**src/rtl/uart8_stream_bridge_if.sv**
```systemverilog
// User-side byte streams of the UART bridge: transmit (s*) into the bridge,
// receive (m*) out of the bridge with its frame-error flag.
interface uart8_stream_bridge_if;
    logic       sValid;
    logic       sReady;
    logic [7:0] sData;
    logic       mValid;
    logic       mReady;
    logic [7:0] mData;
    logic       mErr;

    modport slave (
        input  sValid, sData, mReady,
        output sReady, mValid, mData, mErr
    );

    modport master (
        output sValid, sData, mReady,
        input  sReady, mValid, mData, mErr
    );
endinterface

```
**src/rtl/uart8_stream_bridge.sv**
```systemverilog
// Buffered front end for the 8-bit UART core: TX FIFO feeding a start/busy
// sequencer, RX done-edge capture into a show-ahead FIFO with sticky overflow.
module uart8_stream_bridge #(
    parameter int unsigned TX_DEPTH = 16,
    parameter int unsigned RX_DEPTH = 16
) (
    input  logic                      clk,
    input  logic                      reset,
    input  logic                      en,
    uart8_stream_bridge_if.slave      user,
    output logic [$clog2(TX_DEPTH):0] txCount,
    output logic [$clog2(RX_DEPTH):0] rxCount,
    output logic                      rxOverflow,
    input  logic                      ovfClr,
    output logic                      uartTxEn,
    output logic                      uartRxEn,
    output logic                      uartTxStart,
    output logic [7:0]                uartTxIn,
    input  logic                      uartTxBusy,
    input  logic                      uartTxDone,
    input  logic                      uartRxBusy,
    input  logic                      uartRxDone,
    input  logic                      uartRxErr,
    input  logic [7:0]                uartRxOut
);
    localparam int unsigned TX_AW  = $clog2(TX_DEPTH);
    localparam int unsigned TX_CW  = TX_AW + 1;
    localparam int unsigned RX_AW  = $clog2(RX_DEPTH);
    localparam int unsigned RX_CW  = RX_AW + 1;
    localparam int unsigned SYNC_W = 13;

    typedef struct packed {
        logic       err;
        logic [7:0] data;
    } rxEntry_t;

    typedef enum logic [1:0] {
        TX_IDLE,
        TX_REQ,
        TX_WAIT
    } txState_t;

    // ------------------------------------------------------------------
    // Core status synchronizers (the core runs on derived clocks)
    // ------------------------------------------------------------------
    logic [SYNC_W-1:0] syncMeta;
    logic [SYNC_W-1:0] syncQ;
    logic              txBusyS;
    logic              txDoneS;
    logic              rxBusyS;
    logic              rxDoneS;
    logic              rxErrS;
    logic [7:0]        rxOutS;
    logic              unusedStatus;

    always_ff @(posedge clk) begin
        if (!reset) begin
            syncMeta <= '0;
            syncQ    <= '0;
        end else begin
            syncMeta <= {uartTxBusy, uartTxDone, uartRxBusy, uartRxDone, uartRxErr, uartRxOut};
            syncQ    <= syncMeta;
        end
    end

    assign {txBusyS, txDoneS, rxBusyS, rxDoneS, rxErrS, rxOutS} = syncQ;

    // Transmit completion is tracked through busy alone; these are not needed.
    assign unusedStatus = txDoneS ^ rxBusyS;

    always_ff @(posedge clk) begin
        if (!reset) begin
            uartTxEn <= 1'b0;
            uartRxEn <= 1'b0;
        end else begin
            uartTxEn <= en;
            uartRxEn <= en;
        end
    end

    // Block new starts after reset until the synchronized busy is seen low,
    // so a frame abandoned in the core is not mistaken for an acknowledge.
    logic [1:0] syncFill;
    logic       txHoldOff;

    always_ff @(posedge clk) begin
        if (!reset) begin
            syncFill  <= 2'b00;
            txHoldOff <= 1'b1;
        end else begin
            syncFill <= {syncFill[0], 1'b1};
            if (syncFill[1] && !txBusyS) begin
                txHoldOff <= 1'b0;
            end
        end
    end

    // ------------------------------------------------------------------
    // TX FIFO
    // ------------------------------------------------------------------
    logic [7:0]       txMem [TX_DEPTH];
    logic [TX_AW-1:0] txWrPtr;
    logic [TX_AW-1:0] txRdPtr;
    logic [TX_CW-1:0] txCountNext;
    logic             txPush;
    logic             txPop;
    logic             txPending;
    txState_t         txState;

    assign txPush      = user.sValid && user.sReady;
    assign txPop       = (txState == TX_IDLE) && uartTxEn && txPending
                         && (txCount != '0) && !txHoldOff;
    assign txCountNext = txCount + TX_CW'(txPush) - TX_CW'(txPop);

    always_ff @(posedge clk) begin
        if (txPush) begin
            txMem[txWrPtr] <= user.sData;
        end
    end

    // txPending lags occupancy by one cycle: a written byte is launchable the
    // cycle after it lands.
    always_ff @(posedge clk) begin
        if (!reset) begin
            txWrPtr     <= '0;
            txRdPtr     <= '0;
            txCount     <= '0;
            txPending   <= 1'b0;
            user.sReady <= 1'b0;
        end else begin
            if (txPush) begin
                txWrPtr <= txWrPtr + TX_AW'(1);
            end
            if (txPop) begin
                txRdPtr <= txRdPtr + TX_AW'(1);
            end
            txCount     <= txCountNext;
            txPending   <= (txCount != '0);
            user.sReady <= (txCountNext != TX_CW'(TX_DEPTH));
        end
    end

    // Start/busy sequencer toward the core transmitter.
    always_ff @(posedge clk) begin
        if (!reset) begin
            txState     <= TX_IDLE;
            uartTxStart <= 1'b0;
            uartTxIn    <= 8'h00;
        end else begin
            case (txState)
                TX_IDLE: begin
                    if (txPop) begin
                        uartTxIn    <= txMem[txRdPtr];
                        uartTxStart <= 1'b1;
                        txState     <= TX_REQ;
                    end
                end
                TX_REQ: begin
                    if (txBusyS) begin
                        uartTxStart <= 1'b0;
                        txState     <= TX_WAIT;
                    end
                end
                TX_WAIT: begin
                    if (!txBusyS) begin
                        txState <= TX_IDLE;
                    end
                end
                default: begin
                    uartTxStart <= 1'b0;
                    txState     <= TX_IDLE;
                end
            endcase
        end
    end

    // ------------------------------------------------------------------
    // RX capture: one entry per synchronized done rising edge
    // ------------------------------------------------------------------
    logic     rxDonePrev;
    logic     rxPushPend;
    rxEntry_t rxPend;

    always_ff @(posedge clk) begin
        if (!reset) begin
            rxDonePrev <= 1'b0;
            rxPushPend <= 1'b0;
            rxPend     <= '0;
        end else begin
            rxDonePrev <= rxDoneS;
            rxPushPend <= rxDoneS && !rxDonePrev;
            if (rxDoneS && !rxDonePrev) begin
                rxPend <= '{err: rxErrS, data: rxOutS};
            end
        end
    end

    // ------------------------------------------------------------------
    // RX FIFO, show-ahead with registered head
    // ------------------------------------------------------------------
    rxEntry_t         rxMem [RX_DEPTH];
    logic [RX_AW-1:0] rxWrPtr;
    logic [RX_AW-1:0] rxRdPtr;
    logic [RX_AW-1:0] rxRdPtrNext;
    logic [RX_CW-1:0] rxCountNext;
    logic [RX_CW-1:0] rxCountAfterPop;
    logic             rxFull;
    logic             rxPush;
    logic             rxDrop;
    logic             rxPop;
    rxEntry_t         rxHeadNext;

    assign rxFull          = (rxCount == RX_CW'(RX_DEPTH));
    assign rxPush          = rxPushPend && !rxFull;
    assign rxDrop          = rxPushPend && rxFull;
    assign rxPop           = user.mValid && user.mReady;
    assign rxRdPtrNext     = rxRdPtr + RX_AW'(rxPop);
    assign rxCountAfterPop = rxCount - RX_CW'(rxPop);
    assign rxCountNext     = rxCountAfterPop + RX_CW'(rxPush);

    // An entry pushed into an empty (or just-emptied) FIFO is the next head.
    assign rxHeadNext = (rxCountAfterPop == '0) ? rxPend : rxMem[rxRdPtrNext];

    always_ff @(posedge clk) begin
        if (rxPush) begin
            rxMem[rxWrPtr] <= rxPend;
        end
    end

    always_ff @(posedge clk) begin
        if (!reset) begin
            rxWrPtr     <= '0;
            rxRdPtr     <= '0;
            rxCount     <= '0;
            user.mValid <= 1'b0;
            user.mData  <= 8'h00;
            user.mErr   <= 1'b0;
        end else begin
            if (rxPush) begin
                rxWrPtr <= rxWrPtr + RX_AW'(1);
            end
            rxRdPtr     <= rxRdPtrNext;
            rxCount     <= rxCountNext;
            user.mValid <= (rxCountNext != '0);
            user.mData  <= rxHeadNext.data;
            user.mErr   <= rxHeadNext.err;
        end
    end

    // Sticky overflow; a drop in the same cycle as a clear wins.
    always_ff @(posedge clk) begin
        if (!reset) begin
            rxOverflow <= 1'b0;
        end else if (rxDrop) begin
            rxOverflow <= 1'b1;
        end else if (ovfClr) begin
            rxOverflow <= 1'b0;
        end
    end

endmodule

```
**src/flat_wrapper.sv**
```systemverilog
// flat-port wrapper written by rule: the top's interface ports become plain ports
module uart8_stream_bridge_flat 
#(
    parameter int unsigned TX_DEPTH = 16,
    parameter int unsigned RX_DEPTH = 16
)
  (clk, reset, en, txCount, rxCount, rxOverflow, ovfClr, uartTxEn, uartRxEn, uartTxStart, uartTxIn, uartTxBusy, uartTxDone, uartRxBusy, uartRxDone, uartRxErr, uartRxOut, user_sValid, user_sData, user_mReady, user_sReady, user_mValid, user_mData, user_mErr);
  uart8_stream_bridge_if user_i ();
  input  logic clk;
  input  logic reset;
  input  logic en;
  output logic [$clog2(TX_DEPTH):0] txCount;
  output logic [$clog2(RX_DEPTH):0] rxCount;
  output logic rxOverflow;
  input  logic ovfClr;
  output logic uartTxEn;
  output logic uartRxEn;
  output logic uartTxStart;
  output logic [7:0] uartTxIn;
  input  logic uartTxBusy;
  input  logic uartTxDone;
  input  logic uartRxBusy;
  input  logic uartRxDone;
  input  logic uartRxErr;
  input  logic [7:0] uartRxOut;
  input wire logic [$bits(user_i.sValid)-1:0] user_sValid;
  input wire logic [$bits(user_i.sData)-1:0] user_sData;
  input wire logic [$bits(user_i.mReady)-1:0] user_mReady;
  output wire logic [$bits(user_i.sReady)-1:0] user_sReady;
  output wire logic [$bits(user_i.mValid)-1:0] user_mValid;
  output wire logic [$bits(user_i.mData)-1:0] user_mData;
  output wire logic [$bits(user_i.mErr)-1:0] user_mErr;
  assign user_i.sValid = user_sValid;
  assign user_i.sData = user_sData;
  assign user_i.mReady = user_mReady;
  assign user_sReady = user_i.sReady;
  assign user_mValid = user_i.mValid;
  assign user_mData = user_i.mData;
  assign user_mErr = user_i.mErr;
  uart8_stream_bridge #(.TX_DEPTH(TX_DEPTH), .RX_DEPTH(RX_DEPTH)) u_core (.clk(clk), .reset(reset), .en(en), .user(user_i), .txCount(txCount), .rxCount(rxCount), .rxOverflow(rxOverflow), .ovfClr(ovfClr), .uartTxEn(uartTxEn), .uartRxEn(uartRxEn), .uartTxStart(uartTxStart), .uartTxIn(uartTxIn), .uartTxBusy(uartTxBusy), .uartTxDone(uartTxDone), .uartRxBusy(uartRxBusy), .uartRxDone(uartRxDone), .uartRxErr(uartRxErr), .uartRxOut(uartRxOut));
endmodule
```
**config.mk**
```make
export PLATFORM = sky130hd
export DESIGN_NAME = uart8_stream_bridge_flat
export DESIGN_NICKNAME = d
export VERILOG_FILES = /design/src/rtl/uart8_stream_bridge_if.sv /design/src/rtl/uart8_stream_bridge.sv /design/src/flat_wrapper.sv
export SDC_FILE = /design/constraint.sdc
export NUM_CORES = 1
export LEC_CHECK = 0
export BUFFER_PORTS_ARGS = -buffer_cell sky130_fd_sc_hd__buf_4
export CAP_MARGIN = 10
export CELL_PAD_IN_SITES_DETAIL_PLACEMENT = 1
export CELL_PAD_IN_SITES_GLOBAL_PLACEMENT = 1
export CORE_AREA = 4 4 263 187
export DETAILED_ROUTE_END_ITERATION = 10
export DIE_AREA = 0 0 267 191
export PLACE_DENSITY_LB_ADDON = 0.1
export SYNTH_ARGS = -nofsm -noshare
export SYNTH_HDL_FRONTEND = slang
export SYNTH_SLANG_ARGS = --single-unit
```
**constraint.sdc**
```tcl
create_clock -name clk -period 8.5 [get_ports clk]
set_input_delay 0.85 -clock clk [delete_from_list [all_inputs] [get_ports clk]]
set_output_delay 0.85 -clock clk [all_outputs]
set_load 0.005 [all_outputs]
```
==> summary.md, run 1 <==
| Metric | Value |
|---|---|
| Worst VDD drop | 0.114 mV |
| Largest delay share family, worst path | adder cells |
| Chip Width | 267 um |
| Number of synthesized register bits | 359 |
| TritonRoute pass-1 iters | 4 |
| DP HPWL | between 20,000 and 25,000 um |
| Switch Pwr | 1.06 mW |
| Post-CTS Repair Setup Buffers | 0 |
| Clock sink count | 359 |
| Dpl cell area | 14,900 um^2 |
| Area of the core | 46,400 um^2 |
| Int Power | 3.24 mW |
| Area leader, netlist | edfxtp_1 |
| DRC viols | 0 |
| Layout cell share with drive strength beyond 1 | about 23% |
| Initial antenna violation count | 0 |
| Largest cells by area after synthesis | edfxtp_1, dfxtp_1, mux4_2 |
| Setup TNS after final layout | 0 ps |
| Port Buffer Count | 57 |
| Clk_lat worst skew | 550 ps |
| Final Hold Vio Count | 0 |
| Post-synthesis async set-or-reset flop share | 0% |
| LEAKAGE | around 5.4 nW |
| HP Class | flop to flop |
| DR WL/cell | 21.5 um |
| Worst Setup EP | u_core.user.sReady |
| Critical path depth in cells | 12 |
| Layout Nets | 913 |
| Setup Skew | 13.1 ps |
| Max_slew headroom | 21.0% |
| Die footprint | 51,000 um^2 |
| WS Path Type | flop to flop |
| Cts bufs inserted | 40 |
| Crit path cell chain | inv_1, ha_1, or4b_1, nand3_1, inv_2, ha_1, inv_1, ha_1, fa_1, xor2_1, or3_1, o31a_1 |
| Max FO, Critical Path | 12 |
| Sw frac | 24.8% |
| Reg2reg path depth | 12 |
| Minimum clock period after layout | between 3000 and 4000 ps |
| Total Wirelength | 32,400 um |
| Seq/Total Area, Yosys | 71.4% |
| Worst-Margin Slew | between 1000 and 1500 ps |
| Total grt overflow | 0 |
| Worst path required time | 8920 ps |
| CTS Hold Bufs | 0 |
| Gr usage total | 12.8% |
| Count of final max-slew check failures | 0 |
| CP Launch Type | flop |
| Max-Cap Viols | 0 |
| Area Growth Syn to Fin | 16.8% |
| Routed Antenna Nets | 0 |
| Achievable clock frequency | 0.298 GHz |
| Critical Path Max Stage Delay | approximately 500 ps |
| Clock slew at reported path FFs | about 60 ps |
| Worst path slowest cell | or4b_1 |
| Logic pwr share | 14.7% |
| Initial DRC Count | 489 |
| Critical Path Sink Type | flop |
| Syn nets | 847 |
| Starting density of the core | between 20% and 30% |
| EDFF count, synth | 272 |
| Vias in the first global route | 7,759 |
| Via count | 7,124 |
| CTS max path bufs | 3 |
| Yosys warning total | 0 |
| ANT cells | 0 |
| Worst r2r src | u_core.txCount[3] |
| Resize count post-CTS | 0 |
| P per Cell Area | 265 nW/um^2 |
| Status | completed |
| Main synth FF type | edfxtp_1 |
| RSZ-0062 raised after global routing | false |
| Worst path buffer plus inverter count | 3 |
| Largest net degree at the start of global routing | 56 |
| Number of I/O pins | 60 |
| Htree depth | 2 |
| Share of the synthesized area in the top cell type | approximately 59% |
| Gate Count Post-Synth | ~800 |
| CP dominant cell by count | ha_1 |
| Clock Power Share | roughly two fifths |
| Crit path arrival time | 3780 ps |
| Via density | 4.73 |
| Sequential share of power | between 40% and 50% |
| R2R Setup Slk | 5150 ps |
| Design area | 16,200 um^2 |
| Fin crit share | around two fifths |
| Cell variety after synth | 48 |
| Setup Viol. Count Final | 0 |
| Synthesized area per cell | 17.4 um^2 |
| Worst setup path start | u_core.txCount[3] |
| Root Buffer | clkbuf_16 |
| # rows | 66 |
| Syn Std Cell Area | 13,900 um^2 |
| First-pass GRT wire length | 49,200 um |
| Die height | approximately 190 um |
| Placer Congestion | just over 0.7 |
| Worst r2r dst | u_core.user.sReady |
| CTS tree | built |
kinds of logic after synthesis:
kind of cell    Yosys count  synth area share, %
compound gates           78                 4.25
simple gates            168                 6.15
flops                   359                 71.4
fa+ha+maj                22                 2.04
buf+inv                  62                 2.24
xor+xnor                 21                 1.46
mux                      88                 12.5
power groups by stage:
stage / logic [mW] / registers, mW / clock network [mW]
after detailed placement: 0.644 / 2.02 / 0
after floorplan: 0.444 / 2.01 / 0
after CTS: 0.647 / 1.98 / 1.75
after global placement: 0.629 / 2.02 / 0
final: 0.631 / 1.98 / 1.69
after global routing: 0.701 / 1.99 / 1.83
worst min-delay path by stage:
stage / startpoint / to / slack (ps) / cells past startpoint
final: u_core.rxDonePrev / u_core.rxPushPend / 440 / 1
after global routing: u_core.syncMeta[8] / u_core.syncQ[8] / 460 / 1
after CTS: u_core.rxDonePrev / u_core.rxPushPend / 440 / 1
after detailed placement: u_core.syncMeta[8] / u_core.syncQ[8] / 420 / 1
after global placement: u_core.syncFill[0] / u_core.syncFill[1] / 420 / 1
after floorplan: u_core.rxDonePrev / u_core.rxPushPend / 410 / 1
placed cells by master, fill, tap and decap left out, types with 3 or more instances in the layout:
cell	netlist	layout
inv_1	17	17
or3_1	3	3
clkinv_1	0	8
bufinv_16	0	4
xor2_1	8	8
a22o_1	16	16
clkbuf_1	22	9
a2111oi_0	18	18
and2_1	41	41
nand2_1	41	41
ha_1	21	20
nor2_1	47	47
nand2b_1	6	6
clkbuf_16	0	40
a21oi_1	16	16
mux4_2	68	68
nor2b_1	5	5
o21ai_0	3	3
o22ai_1	8	8
a211o_1	9	9
nor3_2	0	4
mux2i_1	20	20
xnor2_1	12	12
nor3_1	8	4
dfxtp_1	87	86
and3_1	3	3
buf_4	2	68
edfxtp_1	272	272
nand3_1	3	3
clkinv_2	0	8
worst reg2reg max path, stage by stage, from the launching register on:
cell and delay [ps]:
dfxtp_1 340, inv_1 90, ha_1 140, or4b_1 510
nand3_1 260, inv_2 170, ha_1 310, inv_1 40
ha_1 200, fa_1 440, xor2_1 160, or3_1 320
o31a_1 250
per-layer routing:
layer | part of all wire, % | up-vias | track usage [%] | wire, um
met4 | 1.6 | 0 | 2.92 | 511
met5 | 0 | - | 0 | 0
met2 | 42 | 129 | 18.3 | 13500
li1 | - | 3219 | - | -
met1 | 52 | 3728 | 20.0 | 16800
met3 | 4.7 | 48 | 2.65 | 1510
state kept, by name, indices dropped and copies added (netlist names), 2 cells and up:
signal / flops
u_core.rxCount: 5
u_core.rxMem: 144
u_core.rxPend: 9
u_core.rxRdPtr: 4
u_core.rxWrPtr: 4
u_core.syncFill: 2
u_core.syncMeta: 11
u_core.syncQ: 11
u_core.txCount: 5
u_core.txMem: 128
u_core.txRdPtr: 4
u_core.txState: 2
u_core.txWrPtr: 4
u_core.uartTxIn: 8
u_core.user.mData: 8
cell usage after synthesis, types with 2 or more instances:
master and instances:
o21ai_0 3, a211o_1 9, buf_1 4, nand2_1 41, and3_1 3, nor3_1 8
dfxtp_1 87, nor2_1 47, nor2b_1 5, a22o_1 16, buf_4 2, inv_1 17
or4b_1 2, nand2b_1 6, mux4_2 68, a2111oi_0 18, o22ai_1 8, nand3_1 3
and2_1 41, nor3b_1 2, buf_6 3, clkbuf_1 22, o31a_1 2, xor2_1 8
mux2i_1 20, clkbuf_8 2, ha_1 21, or3_1 3, buf_2 10, a21oi_1 16
edfxtp_1 272, xnor2_1 12, nand4_1 2
cell type report:
type	count	area, um^2
tap	612	766
clock inverter	24	243
sequential	359	9910
multi-input combinational	377	3680
fill	4651	30200
clock buffer	49	1030
inverter	18	67.6
timing repair buffer	68	510
stage by stage:
step | setup slack, ps | total power, mW | util (%) | instances | hold WS (ps)
after CTS | 5100 | 4.38 | 34.9 | 1506 | 443
after detailed placement | 4900 | 2.66 | 32.2 | 1433 | 424
after floorplan | 5410 | 2.46 | - | 798 | 406
after global routing | 4850 | 4.52 | 34.9 | 1507 | 461
after global placement | 4890 | 2.64 | 32.2 | 1433 | 416
final | 5150 | 4.30 | 34.9 | 1507 | 439
Power figures use the tool's default switching activity.
==> run 2: changes to the inputs <==
==> constraint.sdc (replaced) <==
create_clock -name clk -period 3.15 [get_ports clk]
set_input_delay 0.315 -clock clk [delete_from_list [all_inputs] [get_ports clk]]
set_output_delay 0.315 -clock clk [all_outputs]
set_load 0.005 [all_outputs]
==> run 2 against run 1 <==
  * Global-route usage up 0.65 points
  * First-iteration DRC count down 6.3%
  * Final cell count up 2.0%
  * Clock power rose to 2.6 times the previous value
  * Critical path type unchanged
  * Core utilization up 0.60 points
  * Cell area up 1.7%
  * Die area unchanged
  * Clock skew up 1.7 ps
  * Sequential share of layout area down 1.0 points
  * Fmax up 12%
  * Via count up 2.6%
  * Worst setup slack worse by 5000 ps
==> summary.md, run 2 (same netlist as run 1, synthesis figures left out) <==
| Metric | Value |
|---|---|
| Status | completed |
| CP Launch Type | flop |
| Setup Skew | approximately 15 ps |
| DR WL/cell | 22.2 um |
| Via count | 7,312 |
| DP HPWL | 22,600 um |
| Largest net degree at the start of global routing | 38 |
| CTS max path bufs | 3 |
| Fin crit share | 94.9% |
| Initial DRC Count | about 460 |
| R2R Setup Slk | approximately 160 ps |
| Register name with the most flops | u_core.rxMem |
| Design area | between 15,000 and 20,000 um^2 |
| LEAKAGE | 5.52 nW |
| Cts bufs inserted | 40 |
| # rows | 66 |
| Root Buffer | clkbuf_16 |
| Placer Congestion | 0.735 |
| Die height | around 190 um |
| Setup ws final | 160 ps |
| RSZ-0062 raised after global routing | false |
| M1 wire length | 17,200 um |
| Clock sink count | around 360 |
| Hold depth | 2 |
| Dpl cell area | 15,200 um^2 |
| Die footprint | approximately 50,000 um^2 |
| Post-CTS Repair Setup Buffers | 0 |
| Vias in the first global route | 7,955 |
| Number of fill cells | 4,682 |
| Post-Route Utilization | 35.5% |
| Port Buffer Count | 57 |
| Commonest non-fill, non-tap cells in the layout | edfxtp_1, buf_4, dfxtp_1 |
| P per Cell Area | approximately 710 nW/um^2 |
| Total Wirelength | 34,100 um |
| Clk_lat worst skew | 530 ps |
| Max FO, Critical Path | 3 |
| DRC viols | 0 |
| Worst VDD drop | approximately 0.34 mV |
| Area Growth Syn to Fin | 18.8% |
| Met3 WL | 1710 um |
| Worst path required time | 3570 ps |
| Layout cell share with drive strength beyond 1 | 24.6% |
| Total grt overflow | 0 |
| Crit path arrival time | between 3000 and 4000 ps |
| HP Class | input pin to flop |
| TritonRoute pass-1 iters | 6 |
| Via density | 4.76 |
| Max FFs per register | 144 |
| Final Hold Vio Count | 0 |
| First-pass GRT wire length | 51,200 um |
| Htree depth | 2 |
| Most common cell after layout, fill and taps aside | edfxtp_1 |
| Pwr Total | 11.6 mW |
| Critical Path Sink Type | flop |
| Routed Antenna Nets | 0 |
| Worst-Margin Slew | 976 ps |
| CTS tree | built |
| DR top layer | met4 |
| ANT cells | 0 |
| Clock slew at reported path FFs | 60 ps |
| Minimum clock period after layout | 2990 ps |
| Layout Nets | between 900 and 1,000 |
| Max-Cap Viols | 0 |
| Top flop regs | u_core.rxMem x144, u_core.txMem x128 |
| Reg2reg path depth | 12 |
| Setup TNS after final layout | 0 ps |
| Gr usage total | 13.5% |
| Count of final max-slew check failures | 0 |
| Achievable clock frequency | 0.334 GHz |
| Initial antenna violation count | 0 |
| Max_slew headroom | 34.7% |
| Chip Width | 267 um |
| Area of the core | ~46,000 um^2 |
| DR WL met2 | 14,500 um |
| Number of I/O pins | 60 |
| DP Worst Slack | approximately 45 ps |
| Starting density of the core | between 20% and 30% |
| Setup Viol. Count Final | 0 |
| WS Path Type | flop to flop |
## run 2: routing by layer
metal,GRT usage [%],up-vias
li1,-,3283
met2,19.8,144
met5,0,-
met3,3.18,51
met1,20.1,3834
met4,3.47,0
## run 2: layout make-up
| class | count | area (um^2) | area share (%) |
|---|---|---|---|
| sequential | 359 | 9910 | 60.1 |
| multi-input combinational | 377 | 3680 | 22.3 |
| clock buffer | 54 | 1150 | 6.96 |
| timing repair buffer | 102 | 823 | 4.99 |
| tap | 612 | 766 | 4.64 |
| clock inverter | 15 | 100 | 0.607 |
| inverter | 18 | 67.6 | 0.410 |
## run 2: timing repair
item / 4_1_cts / 5_1_grt
gates resized for setup: 0 / 4
hold buffers: 8 / 0
setup endpoints to repair: 0 / 2
endpoints found under the hold margin: 8 / 0
## run 2: worst max-delay path: stages, from the launching register on
cell,delay [ps]
dfxtp_1,340
inv_1,110
ha_1,160
or4b_4,480
nand3_2,110
inv_2,40
ha_1,260
inv_1,30
ha_1,200
fa_2,380
xor2_1,170
or3_1,340
o31a_1,250
## run 2: final timing paths
path,start,end
max reg2reg,u_core.txCount[2],u_core.user.sReady
min,uartRxOut[0],u_core.syncMeta[0]
max,u_core.txCount[2],u_core.user.sReady
min reg2reg,u_core.syncFill[0],u_core.syncFill[1]
## run 2: report_power, final
group / internal [mW] / switching (mW) / total, mW
registers: 5.24 / 0.115 / 5.35
clock network: 2.63 / 1.79 / 4.42
logic: 0.885 / 0.972 / 1.86
## run 2: through the flow
step	cells	hold WS [ps]
final	1537	30.6
after floorplan	798	343
after detailed placement	1460	425
after global routing	1537	18.9
after CTS	1537	0.389
after global placement	1460	416
